File: config.mk
export PLATFORM = sky130hd
export DESIGN_NAME = trs_char_rasterizer_flat
export DESIGN_NICKNAME = d
export VERILOG_FILES = /design/src/rtl/trs_char_rasterizer_pkg.sv /design/src/rtl/trs_char_rasterizer_if.sv /design/src/rtl/trs_char_rasterizer_glyph_shifter.sv /design/src/rtl/trs_char_rasterizer.sv /design/src/flat_wrapper.sv
export SDC_FILE = /design/constraint.sdc
export NUM_CORES = 1
export LEC_CHECK = 0
export ABC_AREA = 1
export CAP_MARGIN = 20
export CORE_UTILIZATION = 50
export CTS_CLUSTER_DIAMETER = 50
export DETAILED_ROUTE_END_ITERATION = 10
export PLACE_DENSITY = 0.87
export SLEW_MARGIN = 20
export SYNTH_ARGS = -nofsm -noshare
export SYNTH_HDL_FRONTEND = slang
export SYNTH_HIERARCHICAL = 1
export SYNTH_SLANG_ARGS = --single-unit
File: constraint.sdc
create_clock -name clk -period 3.9 [get_ports clk]
set_input_delay 0.975 -clock clk [delete_from_list [all_inputs] [get_ports clk]]
set_output_delay 0.975 -clock clk [all_outputs]
set_load 0.01 [all_outputs]
File: src/rtl/trs_char_rasterizer_pkg.sv
// Shared constants and fetch-FSM encoding for the TRS-80 character rasterizer.
// COLS cells per scanline, GLYPH_H font rows per glyph, CELL_H scanlines per text row.
package trs_char_rasterizer_pkg;

    localparam int COLS    = 64;
    localparam int CELL_H  = 12;
    localparam int GLYPH_H = 8;
    localparam int COL_W   = $clog2(COLS);

    typedef enum logic [2:0] {
        S_IDLE,
        S_VRD,
        S_VWAIT,
        S_RRD,
        S_RWAIT,
        S_CAP,
        S_HOLD
    } fetch_state_e;

endpackage

File: src/rtl/trs_char_rasterizer_if.sv
// Video RAM read port and font pROM port of the character rasterizer.
// master = rasterizer side, slave = memory side.
interface trs_char_rasterizer_if;

    logic [9:0]  vram_addr;
    logic        vram_rd;
    logic [7:0]  vram_data;
    logic [10:0] rom_ad;
    logic        rom_ce;
    logic        rom_oce;
    logic [7:0]  rom_dout;

    modport master (
        output vram_addr,
        output vram_rd,
        output rom_ad,
        output rom_ce,
        output rom_oce,
        input  vram_data,
        input  rom_dout
    );

    modport slave (
        input  vram_addr,
        input  vram_rd,
        input  rom_ad,
        input  rom_ce,
        input  rom_oce,
        output vram_data,
        output rom_dout
    );

endinterface

File: src/rtl/trs_char_rasterizer_glyph_shifter.sv
// Glyph row serialiser: loads one prefetched row per cell, shifts MSB-first,
// and generates pixel_valid, line_done and the sticky underflow flag.
module trs_char_rasterizer_glyph_shifter
    import trs_char_rasterizer_pkg::*;
(
    input  logic       clk,
    input  logic       reset,
    input  logic       line_start,
    input  logic       pix_en,
    input  logic       next_valid,
    input  logic [7:0] next_buf,
    output logic       take,
    output logic       pixel,
    output logic       pixel_valid,
    output logic       line_done,
    output logic       underflow
);

    logic [7:0]       shift_q;
    logic [2:0]       bit_q;
    logic [COL_W-1:0] cell_q;
    logic             run_q;
    logic             armed_q;
    logic             done_q;
    logic             uf_q;

    logic first_load;
    logic slot;
    logic last_cell;

    always_comb begin
        first_load = pix_en && !run_q && armed_q && next_valid;
        slot       = pix_en && run_q && (bit_q == 3'd7);
        last_cell  = (cell_q == COL_W'(COLS - 1));
        // line_start discards any load that would otherwise happen this clk
        take       = !line_start &&
                     (first_load || (slot && !last_cell && next_valid));
    end

    always_ff @(posedge clk) begin
        if (reset) begin
            shift_q <= '0;
            bit_q   <= '0;
            cell_q  <= '0;
            run_q   <= 1'b0;
            armed_q <= 1'b0;
            done_q  <= 1'b0;
            uf_q    <= 1'b0;
        end else if (line_start) begin
            shift_q <= '0;
            bit_q   <= '0;
            cell_q  <= '0;
            run_q   <= 1'b0;
            armed_q <= 1'b1;
            done_q  <= 1'b0;
            uf_q    <= 1'b0;
        end else begin
            done_q <= 1'b0;
            if (first_load) begin
                shift_q <= next_buf;
                bit_q   <= '0;
                cell_q  <= '0;
                run_q   <= 1'b1;
            end else if (pix_en && run_q) begin
                if (bit_q != 3'd7) begin
                    shift_q <= {shift_q[6:0], 1'b0};
                    bit_q   <= bit_q + 3'd1;
                end else if (last_cell) begin
                    shift_q <= '0;
                    bit_q   <= '0;
                    run_q   <= 1'b0;
                    armed_q <= 1'b0;
                    done_q  <= 1'b1;
                end else begin
                    shift_q <= next_valid ? next_buf : 8'h00;
                    uf_q    <= uf_q | !next_valid;
                    bit_q   <= '0;
                    cell_q  <= cell_q + COL_W'(1);
                end
            end
        end
    end

    assign pixel       = shift_q[7];
    assign pixel_valid = run_q;
    assign line_done   = done_q;
    assign underflow   = uf_q;

endmodule

File: src/rtl/trs_char_rasterizer.sv
// Character rasterizer top: per-cell VRAM/pROM fetch FSM with a one-cell
// prefetch buffer feeding the glyph shifter.
module trs_char_rasterizer #(
    parameter int ROM_LAT = 2
) (
    input  logic                  clk,
    input  logic                  reset,
    input  logic                  line_start,
    input  logic [3:0]            text_row,
    input  logic [3:0]            glyph_row,
    input  logic                  pix_en,
    trs_char_rasterizer_if.master mem,
    output logic                  pixel,
    output logic                  pixel_valid,
    output logic                  line_done,
    output logic                  underflow
);

    import trs_char_rasterizer_pkg::*;

    localparam logic [3:0] WAIT_LAST = 4'(ROM_LAT - 2);

    fetch_state_e     state_q;
    fetch_state_e     state_d;
    logic [COL_W-1:0] col_q;
    logic [9:0]       base_q;
    logic [7:0]       code_q;
    logic [2:0]       grow_q;
    logic             blank_q;
    logic [3:0]       wcnt_q;
    logic [7:0]       next_buf_q;
    logic             next_valid_q;
    logic             take;
    logic             last_col;

    assign last_col = (col_q == COL_W'(COLS - 1));

    always_comb begin
        state_d = state_q;
        unique case (state_q)
            S_IDLE:  state_d = S_IDLE;
            S_VRD:   state_d = S_VWAIT;
            S_VWAIT: state_d = blank_q ? S_CAP : S_RRD;
            S_RRD:   state_d = (ROM_LAT > 1) ? S_RWAIT : S_CAP;
            S_RWAIT: if (wcnt_q == WAIT_LAST) state_d = S_CAP;
            S_CAP:   state_d = last_col ? S_IDLE : S_HOLD;
            S_HOLD:  if (!next_valid_q) state_d = S_VRD;
            default: state_d = S_IDLE;
        endcase
        if (line_start) state_d = S_VRD;
    end

    always_ff @(posedge clk) begin
        if (reset) begin
            state_q      <= S_IDLE;
            col_q        <= '0;
            base_q       <= '0;
            code_q       <= '0;
            grow_q       <= '0;
            blank_q      <= 1'b0;
            wcnt_q       <= '0;
            next_buf_q   <= '0;
            next_valid_q <= 1'b0;
        end else begin
            state_q <= state_d;
            if (line_start) begin
                col_q        <= '0;
                base_q       <= 10'(text_row) * 10'(COLS);
                grow_q       <= glyph_row[2:0];
                blank_q      <= (glyph_row >= 4'(GLYPH_H));
                wcnt_q       <= '0;
                next_valid_q <= 1'b0;
            end else begin
                if (state_q == S_VWAIT) code_q <= mem.vram_data;
                if (state_q == S_RRD) wcnt_q <= '0;
                else if (state_q == S_RWAIT) wcnt_q <= wcnt_q + 4'd1;
                if (state_q == S_CAP) begin
                    next_buf_q   <= blank_q ? 8'h00 : mem.rom_dout;
                    next_valid_q <= 1'b1;
                    if (!last_col) col_q <= col_q + COL_W'(1);
                end else if (take) begin
                    next_valid_q <= 1'b0;
                end
            end
        end
    end

    assign mem.vram_addr = base_q + 10'(col_q);
    assign mem.vram_rd   = (state_q == S_VRD);
    assign mem.rom_ce    = (state_q == S_RRD);
    assign mem.rom_oce   = (state_q == S_RRD);
    assign mem.rom_ad    = {code_q, grow_q};

    trs_char_rasterizer_glyph_shifter u_shifter (
        .clk         (clk),
        .reset       (reset),
        .line_start  (line_start),
        .pix_en      (pix_en),
        .next_valid  (next_valid_q),
        .next_buf    (next_buf_q),
        .take        (take),
        .pixel       (pixel),
        .pixel_valid (pixel_valid),
        .line_done   (line_done),
        .underflow   (underflow)
    );

endmodule

File: src/flat_wrapper.sv
// flat-port wrapper written by rule: the top's interface ports become plain ports
module trs_char_rasterizer_flat import trs_char_rasterizer_pkg::*;
#(
    parameter int ROM_LAT = 2
)
  (clk, reset, line_start, text_row, glyph_row, pix_en, pixel, pixel_valid, line_done, underflow, mem_vram_addr, mem_vram_rd, mem_rom_ad, mem_rom_ce, mem_rom_oce, mem_vram_data, mem_rom_dout);
  trs_char_rasterizer_if mem_i ();
  input  logic clk;
  input  logic reset;
  input  logic line_start;
  input  logic [3:0] text_row;
  input  logic [3:0] glyph_row;
  input  logic pix_en;
  output logic pixel;
  output logic pixel_valid;
  output logic line_done;
  output logic underflow;
  output wire logic [$bits(mem_i.vram_addr)-1:0] mem_vram_addr;
  output wire logic [$bits(mem_i.vram_rd)-1:0] mem_vram_rd;
  output wire logic [$bits(mem_i.rom_ad)-1:0] mem_rom_ad;
  output wire logic [$bits(mem_i.rom_ce)-1:0] mem_rom_ce;
  output wire logic [$bits(mem_i.rom_oce)-1:0] mem_rom_oce;
  input wire logic [$bits(mem_i.vram_data)-1:0] mem_vram_data;
  input wire logic [$bits(mem_i.rom_dout)-1:0] mem_rom_dout;
  assign mem_vram_addr = mem_i.vram_addr;
  assign mem_vram_rd = mem_i.vram_rd;
  assign mem_rom_ad = mem_i.rom_ad;
  assign mem_rom_ce = mem_i.rom_ce;
  assign mem_rom_oce = mem_i.rom_oce;
  assign mem_i.vram_data = mem_vram_data;
  assign mem_i.rom_dout = mem_rom_dout;
  trs_char_rasterizer #(.ROM_LAT(ROM_LAT)) u_core (.clk(clk), .reset(reset), .line_start(line_start), .text_row(text_row), .glyph_row(glyph_row), .pix_en(pix_en), .mem(mem_i), .pixel(pixel), .pixel_valid(pixel_valid), .line_done(line_done), .underflow(underflow));
endmodule
# After elaboration in Yosys (flattened, before gate mapping)
# Index checks and enable logic that the tools add are counted.
[word_totals]
register_bits = 59
inputBits = 28
out_inout_bits = 28
elab_cells = 101
[classes]
add_sub_neg = 5
n_lt_le_gt_ge = 1
eq_ne = 17
n_mux = 22
bitwise_logic = 7
n_reduce_logical = 32
[ops]
columns = ["op", "n"]
rows = [
  ["8-bit 2-to-1 mux", 6],
  ["3-bit case mux with 6 select lines", 1],
  ["3-bit 2-to-1 mux", 5],
  ["6-bit by 1-bit adder with 6-bit output, second input constant", 2],
  ["3-bit == test, second input constant", 4],
  ["6-bit == test, second input constant", 2],
  ["10-bit by 6-bit adder with 10-bit output", 1],
  ["1-bit 2-to-1 mux", 10],
  ["2-bit AND reduction", 5],
  ["2-bit nonzero test", 5],
  ["1-bit logical AND", 8],
  ["2-bit != test, second input constant", 4],
  ["4-bit AND reduction", 2],
  ["3-bit by 2-bit == test with 1-bit output, second input constant", 2],
  ["3-bit != test, second input constant", 2],
  ["1-bit NOT", 6],
  ["3-bit AND reduction", 2],
  ["3-bit OR reduction", 2],
  ["5-bit OR reduction", 1],
  ["4-bit by 1-bit adder with 4-bit output, second input constant", 1],
  ["4-bit greater-or-equal comparator, second input constant", 1],
  ["1-bit zero test", 4],
  ["4-bit zero test", 1],
  ["3-bit by 1-bit adder with 3-bit output, second input constant", 1],
  ["6 further kinds", 6],
]

# Longest topological paths before layout
# Gate-level depths: netlist of run 1.
[depth]
depth_word = 8
ltp_mapped = 12
depth_no_buf = 11

# Hierarchy
# Netlist of run 1, hierarchy kept.
[by_module_without_submodules]
columns = ["module", "instances", "cells_per_inst", "area_per_inst_um2"]
rows = [
  ["trs_char_rasterizer", 1, 212, 1590.3],
  ["trs_char_rasterizer_glyph_shifter", 1, 144, 1031.0],
]

# Worst setup path before layout of run 1
# Ideal clock, no wire load.
[synth_path]
path_kind = "in2reg"
startpoint = "input pix_en"
endpoint = "register u_core.next_valid_q"
setup_time_ns = 0.120
t_arrival_ns = 1.654
slack_ns = 2.126
stages = 9
n_path_buf = 0
cell_sequence = "nand2_2 -> nor2_4 -> o21ai_2 -> inv_2 -> nand2_1 -> a21oi_1 -> inv_1 -> nand2_1 -> a21oi_1"
[synth_between]
elab_chain_len = 7
word_cells_on_any_way = 10
classes_between = "reduce/logical (10)"
[synth_rtl]
columns = ["item", "line_no", "source"]
rows = [
  ["start, declared", "flat_wrapper.sv:13", "input logic pix_en;"],
  ["1-bit logical AND (2 in series)", "trs_char_rasterizer_glyph_shifter.sv:33", "slot = pix_en && run_q && (bit_q == 3'd7);"],
  ["1-bit logical AND (2 in series)", "trs_char_rasterizer_glyph_shifter.sv:37", "(first_load || (slot && !last_cell && next_valid));"],
  ["1-bit logical OR (*)", "trs_char_rasterizer_glyph_shifter.sv:37", ""],
  ["1-bit logical AND (*)", "trs_char_rasterizer_glyph_shifter.sv:36", "take = !line_start &&"],
  ["named net u_core.take", "trs_char_rasterizer.sv:33", "logic take;"],
  ["2-bit nonzero test (no line) (*)", "n/a", ""],
  ["end signal, assigned", "trs_char_rasterizer.sv:63", "next_valid_q <= 1'b0;"],
  ["end signal, assigned", "trs_char_rasterizer.sv:72", "next_valid_q <= 1'b0;"],
  ["end signal, assigned", "trs_char_rasterizer.sv:79", "next_valid_q <= 1'b1;"],
  ["end, declared", "trs_char_rasterizer.sv:32", "logic next_valid_q;"],
]
# The timed path passes the listed nets; every way through them passes the cells marked *.
# A chain may end at the register's enable or synchronous reset.

# Final worst setup path of run 1
[layout_path]
startpoint = "register u_core.state_q[0]"
endpoint = "output mem_vram_rd"
[layout_between]
elab_chain_len = 1
[layout_rtl]
columns = ["item", "line_no", "source"]
rows = [
  ["start, declared", "trs_char_rasterizer.sv:23", "fetch_state_e state_q;"],
  ["start signal, assigned", "trs_char_rasterizer.sv:65", "state_q <= state_d;"],
  ["3-bit by 1-bit == test with 1-bit output", "trs_char_rasterizer.sv:89", "assign mem.vram_rd = (state_q == S_VRD);"],
  ["end, declared", "flat_wrapper.sv:19", "output wire logic [$bits(mem_i.vram_rd)-1:0] mem_vram_rd;"],
]
# No other way between the ends.

==> summary.md, run 1 <==
| Metric | Value |
|---|---|
| Synth Register Bits | 59 |
| Leak pwr | 1.32 nW |
| Top post-synthesis cells by area | dfxtp_1 45%, nand2_1 14%, a21oi_1 9.7%, nor2_1 4.3%, inv_1 4.2% |
| Asr flop ratio synth | 0% |
| Vias in the first global route | 2201 |
| Number of port buffers | 55 |
| Most frequent cell after synthesis | nand2_1 |
| FP Rows | 25 |
| Kind of critical path | flip-flop to primary output |
| Ys flop type | dfxtp_1 |
| Core area | 4880 sq um |
| P&R area growth vs syn | 29.5% |
| GRT overflow | 0 |
| Vias | 2454 |
| Pint | 0.931 mW |
| Status | completed |
| Cell area after layout | between 3000 and 4000 sq um |
| Slew margin rel. | 58.1% |
| Layout Utilization | just under 70% |
| GPL Wtd Cong | between 0.9 and 1 |
| Die Width | 74.4 microns |
| Via density | 5.06 |
| Post-synth top cells | 97 x nand2_1, 59 x dfxtp_1, 51 x a21oi_1 |
| CTS clk-pin slew, worst paths | 0.06 ns |
| Share of cells above drive strength 1 | a little under a tenth |
| Power per standard cell area | 351 nW/um^2 |
| Worst skew pair latency | 0.32 ns |
| Total global-route track usage | 22.7% |
| Clock power frac | 41.5% |
| Worst endpoint required time | 2.92 ns |
| Synthesized area | 2620 sq um |
| Largest net degree at the start of global routing | 28 |
| Drt first pass iters | 5 |
| Tmin final | 2.61 ns |
| Max clock buf depth | 2 |
| CP Launch Type | flip-flop |
| First-pass GRT wire length | 9.57 mm |
| Io pins | 56 |
| Net Switching | 0.259 mW |
| Yosys warnings | 6 |
| WP data arrival | 1.64 ns |
| EDFF count, synth | 0 |
| Antenna cells | 0 |
| Initial core utilization | about 54% |
| CTS H-tree depth | 3 |
| Die height | 74.4 microns |
| DP HPWL | 4.18 mm |
| Achievable Freq | 383 MHz |
| Critical Path Fanout Max | 4 |
| Post-route DRC | 0 |
| Final wirelength | 5.87 mm |
| Cell taking the most area after synthesis | dfxtp_1 |
| Post-CTS sizing | 0 |
| Sink Count | 59 |
| FILL cells | 397 |
| CTS Root Cell | clkbuf_8 |
| Area of placed instances | 3220 sq um |
| Worst Tran Pin Value | around 0.63 ns |
| Design Power | 1.19 mW |
| Sw frac | 21.7% |
| Register area share after synthesis | 45.1% |
| Cells after Synth | 356 |
| Initial antenna violation count | 0 |
| Die area | 5540 sq um |
| Max_cap viols | 0 |
| Final period utilization | between 60% and 70% |
| Total negative setup slack | 0 ns |
| Top cell type's share of synthesized area | 45.1% |
| Yosys cell types | 31 |
| Initial DRC Count | approximately 150 |
| Tightest Hold Check Type | flip-flop to flip-flop |
| Mean Syn Cell Area | around 7.4 sq um |
| TritonCTS Buffers | 9 |
| Layout Skew | 0.00389 ns |
| Syn_nets | 390 |
| Peak supply drop | 288 uV |
| Final setup vio count | 0 |
| Cts hold-fix bufs | 0 |
| Flop pwr share | 51.8% |
| Comb pwr share | 6.6% |
| # nets final | around 450 |
| Slew Limit Fails | 0 |
| Routed WL per cell | around 12 microns |
| Unrepaired setup endpoints after global routing | false |
| Setup bufs post-CTS | 0 |
| Final hold vios | 0 |
| Post-route ant nets | 0 |
| CTS tree | done |
| CP endpoint kind | primary output |
sequential cells by signal (all words and copies together) (netlist names), 3 cells and up:
name,count
u_core/code_q,8
u_core/next_buf_q,8
u_core/u_shifter/shift_q,8
u_core/col_q,6
u_core/u_shifter/cell_q,6
u_core/base_q,4
u_core/wcnt_q,4
u_core/grow_q,3
u_core/state_q,3
u_core/u_shifter/bit_q,3
metal layers:
| metal | wire [microns] | share of wire, % | global-route usage, % | vias up |
|---|---|---|---|---|
| met4 | 76 | 1.3 | 11.1 | 0 |
| met3 | 393 | 6.7 | 6.78 | 8 |
| li1 | - | - | - | 1266 |
| met1 | 2660 | 45 | 27.9 | 1100 |
| met2 | 2740 | 47 | 36.3 | 80 |
| met5 | 0 | 0 | 0 | - |
path summary, 6_finish.rpt:
check	slack, ns	cells after the start	to	startpoint
worst max register to register	1.97	11	u_core/next_valid_q	u_core/u_shifter/bit_q[0]
worst max-delay path	1.29	3	mem_vram_rd	u_core/state_q[0]
worst min-delay path	0.47	2	u_core/next_buf_q[5]	u_core/next_buf_q[5]
worst min register to register	0.47	2	u_core/next_buf_q[5]	u_core/next_buf_q[5]
placed cells by master, fill, tap and decap left out, drive strengths merged:
cell | synthesis | routed
o21a | 1 | 1
clkinv | 0 | 2
nand3b | 2 | 2
inv | 36 | 36
o21bai | 1 | 1
clkdlybuf4s50 | 0 | 55
xor2 | 3 | 3
nand3 | 21 | 21
o21ai | 20 | 20
ha | 6 | 6
dfxtp | 59 | 59
buf | 7 | 2
nor3 | 3 | 3
xnor2 | 1 | 1
nor2 | 35 | 35
nand2 | 101 | 101
a211oi | 2 | 2
clkbuf | 3 | 13
a21oi | 52 | 52
nand4 | 3 | 3
critical path, cell delays in order (launching register included):
cell	delay, ns
dfxtp_1	0.40
inv_2	0.07
nor3_1	0.25
clkdlybuf4s50_1	0.60
metrics by stage:
stage               setup slack (ns)  cells  hold slack (ns)
floorplan                       2.13    356            0.443
global placement                1.13    470            0.449
detailed placement             0.983    470            0.458
CTS                             1.28    485            0.467
global route                    1.17    485            0.491
finish                          1.29    485            0.467
cells by family after synthesis:
logic type	synth area share [%]
compound gates	15.2
xor+xnor	1.34
fa+ha+maj	2.86
buf+inv	7.35
flops	45.1
simple gates	28.2
area by class of cell:
| type | instances | area [sq um] | area share, % |
|---|---|---|---|
| multi-input combinational | 251 | 1250 | 36.7 |
| sequential | 59 | 1180 | 34.8 |
| timing repair buffer | 57 | 566 | 16.7 |
| clock buffer | 13 | 169 | 4.98 |
| inverter | 36 | 138 | 4.05 |
| tap | 67 | 83.8 | 2.47 |
| clock inverter | 2 | 10.0 | 0.295 |
power groups by stage:
stage | Sequential [mW] | Combinational, mW | Clock, mW
floorplan | 0.631 | 0.0300 | 0
global placement | 0.629 | 0.0773 | 0
detailed placement | 0.630 | 0.0785 | 0
CTS | 0.617 | 0.0789 | 0.500
global route | 0.617 | 0.0862 | 0.528
finish | 0.617 | 0.0788 | 0.494
(Power assumes the default switching activity.)
==> run 2: changes to the inputs <==
==> constraint.sdc (replaced) <==
create_clock -name clk -period 2.7 [get_ports clk]
set_input_delay 0.675 -clock clk [delete_from_list [all_inputs] [get_ports clk]]
set_output_delay 0.675 -clock clk [all_outputs]
set_load 0.01 [all_outputs]
==> summary.md, run 2 (synthesis gave the netlist of run 1 again) <==
| Metric | Value |
|---|---|
| Status | completed (unchanged) |
| # nets final | 450 (was 448) |
| Tightest Hold Check Type | flip-flop to flip-flop (unchanged) |
| CP endpoint kind | primary output (unchanged) |
| First-pass GRT wire length | 9.69 mm (was 9.57 mm) |
| Sw frac | 19.8% (was 21.7%) |
| Commonest non-fill, non-tap cell in the layout | nand2_1 (unchanged) |
| Critical path depth in cells | 3 (unchanged) |
| Drt first pass iters | 4 (was 5) |
| Via density | 5.02 (was 5.06) |
| Tmin final | 2.30 ns |
| GRT overflow | 0 (unchanged) |
| Clock power frac | 49.0% (was 41.5%) |
| R2R depth | 11 (unchanged) |
| Worst r2r src | u_core/u_shifter/bit_q[0] (unchanged) |
| Critical-path cell list | inv_2 > nor3_1 > clkdlybuf4s50_1 (unchanged) |
| Max clock buf depth | 2 (unchanged) |
| FP Rows | 25 (unchanged) |
| CP Launch Type | flip-flop (unchanged) |
| Antenna cells | 0 (unchanged) |
| Share of cells above drive strength 1 | 9.74% (was 9.09%) |
| Critical path destination | mem_vram_rd (unchanged) |
| CP max-delay cell | clkdlybuf4s50_1 (unchanged) |
| Max_cap viols | 0 (unchanged) |
| Max incr delay on CP | 0.59 ns (was 0.60 ns) |
| Io pins | 56 (unchanged) |
| Most frequent cells in the layout | 97 x nand2_1, 59 x dfxtp_1, 55 x clkdlybuf4s50_1 (unchanged) |
| Post-route ant nets | 0 (unchanged) |
| Capturing point of the worst reg2reg path | u_core/next_valid_q (unchanged) |
| Net Switching | 0.391 mW (was 0.259 mW) |
| Crit path buf inv count | 2 (unchanged) |
| Layout Skew | 0.00441 ns (was 0.00389 ns) |
| Post-route DRC | 0 (unchanged) |
| Worst Tran Pin Value | 0.406 ns (was 0.627 ns) |
| DP HPWL | 4.07 mm (was 4.18 mm) |
| Largest net degree at the start of global routing | 18 (was 28) |
| Cts hold-fix bufs | 0 (unchanged) |
| Flop2flop setup slack | 0.87 ns (was 1.97 ns) |
| Routed WL per cell | 11.8 microns (was 12.1 microns) |
| Leak pwr | 1.36 nW (was 1.32 nW) |
| CTS Root Cell | clkbuf_8 (unchanged) |
| TritonCTS Buffers | 9 (unchanged) |
| Critical Path Fanout Max | 4 (unchanged) |
| Core area | 4880 sq um (unchanged) |
| Die height | 74.4 microns (unchanged) |
| Setup bufs post-CTS | 0 (unchanged) |
| Flop pwr share | 45.1% (was 51.8%) |
| CP Launch Point | u_core/state_q[0] (unchanged) |
| Kind of critical path | flip-flop to primary output (unchanged) |
| Worst endpoint required time | 2.03 ns (was 2.92 ns) |
| Peak supply drop | 464 uV (was 288 uV) |
| Total negative setup slack | 0 ns (unchanged) |
| Regs by FF count | u_core/code_q (8), u_core/next_buf_q (8), u_core/u_shifter/shift_q (8) (unchanged) |
| Initial DRC Count | 145 (was 146) |
| Final setup vio count | 0 (unchanged) |
| Die area | 5540 sq um (unchanged) |
| Final wirelength | 5.74 mm (was 5.87 mm) |
| Slew Limit Fails | 0 (unchanged) |
| Unrepaired setup endpoints after global routing | false (unchanged) |
| Power per standard cell area | 568 nW/um^2 (was 351 nW/um^2) |
| Design Power | 1.97 mW (was 1.19 mW) |
| CTS tree | done (unchanged) |
| Comb pwr share | 5.9% (was 6.6%) |
| Final hold vios | 0 (unchanged) |
| Initial core utilization | 53.7% (unchanged) |
| Family with the most delay on the worst path | buffers and inverters (unchanged) |
| CTS H-tree depth | 3 (unchanged) |
| CTS clk-pin slew, worst paths | 0.06 ns (about the same) |
| WP data arrival | 1.62 ns (was 1.64 ns) |
| Sink Count | 59 (unchanged) |
| Achievable Freq | between 400 and 500 MHz |
| Total global-route track usage | 23.1% (was 22.7%) |
| P&R area growth vs syn | 32.5% (was 29.5%) |
| GPL Wtd Cong | 0.883 (was 0.910) |
| Final period utilization | 85.1% |
| Slew margin rel. | 72.9% (was 58.1%) |
| Worst skew pair latency | 0.33 ns (was 0.32 ns) |
| Vias in the first global route | 2318 (was 2201) |
| Number of port buffers | 55 (unchanged) |
| Pint | 1.58 mW (was 0.931 mW) |
| Post-CTS sizing | 0 (unchanged) |
| Vias | 2450 (was 2454) |
| Die Width | 74.4 microns (unchanged) |
| Initial antenna violation count | 0 (unchanged) |
run 2: cell count changes in the layout (fill, tap and decap cells not counted), sizes merged:
cell	delta
clkbuf	-2
bufinv	+3
buf	+2
run 2: stage by stage:
stage	area, sq um	worst slack [ns]	instances	hold slack, ns	utilization [%]
after floorplan	2620	1.16	356	0.443	-
after global placement	3230	0.478	472	0.448	66.2
after global routing	3470	0.364	488	0.484	71.2
final	3470	0.404	488	0.464	71.2
after CTS	3470	0.385	488	0.467	71.2
after detailed placement	3230	0.428	472	0.456	66.2
run 2: tightest hold or removal path: cells and delay by family (launching register included):
kind	cells	cell delay, ns
AO/OA/AOI/OAI	1	0.05
flip-flops	1	0.31
AND/OR/NAND/NOR	1	0.06
run 2: worst min-delay path by stage:
stage                                         start                         to  cells after the start
after floorplan           u_core/u_shifter/bit_q[1]  u_core/u_shifter/bit_q[1]                      2
after global placement             u_core/grow_q[0]           u_core/grow_q[0]                      2
after detailed placement           u_core/grow_q[0]           u_core/grow_q[0]                      2
after CTS                          u_core/code_q[6]           u_core/code_q[6]                      2
after global routing               u_core/code_q[5]           u_core/code_q[5]                      2
final                              u_core/code_q[6]           u_core/code_q[6]                      2
run 2: power groups by stage:
stage	Clock [mW]	Combinational, mW	Sequential, mW
2_1_floorplan	0	0.0433	0.912
3_3_place_gp	0	0.114	0.909
3_5_place_dp	0	0.115	0.909
4_1_cts	0.986	0.117	0.890
5_1_grt	1.02	0.127	0.891
6_report	0.966	0.117	0.890
run 2: routing by layer:
layer  global-route usage (%)  share of wire, %  wire length [microns]  up-vias
met2                     38.2                48                   2740       63
met5                        0                 0                      0        -
met1                     26.6                44                   2540     1110
met3                     7.59               6.7                    384        8
li1                         -                 -                      -     1269
met4                     11.9               1.4                     81        0
run 2: layout make-up:
| type | instances | area [sq um] |
|---|---|---|
| Inverter | 36 | 138 |
| Sequential cell | 59 | 1180 |
| Multi-Input combinational cell | 251 | 1250 |
| Fill cell | 395 | 1410 |
| Clock inverter | 5 | 100 |
| Tap cell | 67 | 83.8 |
| Timing Repair Buffer | 59 | 581 |
| Clock buffer | 11 | 141 |
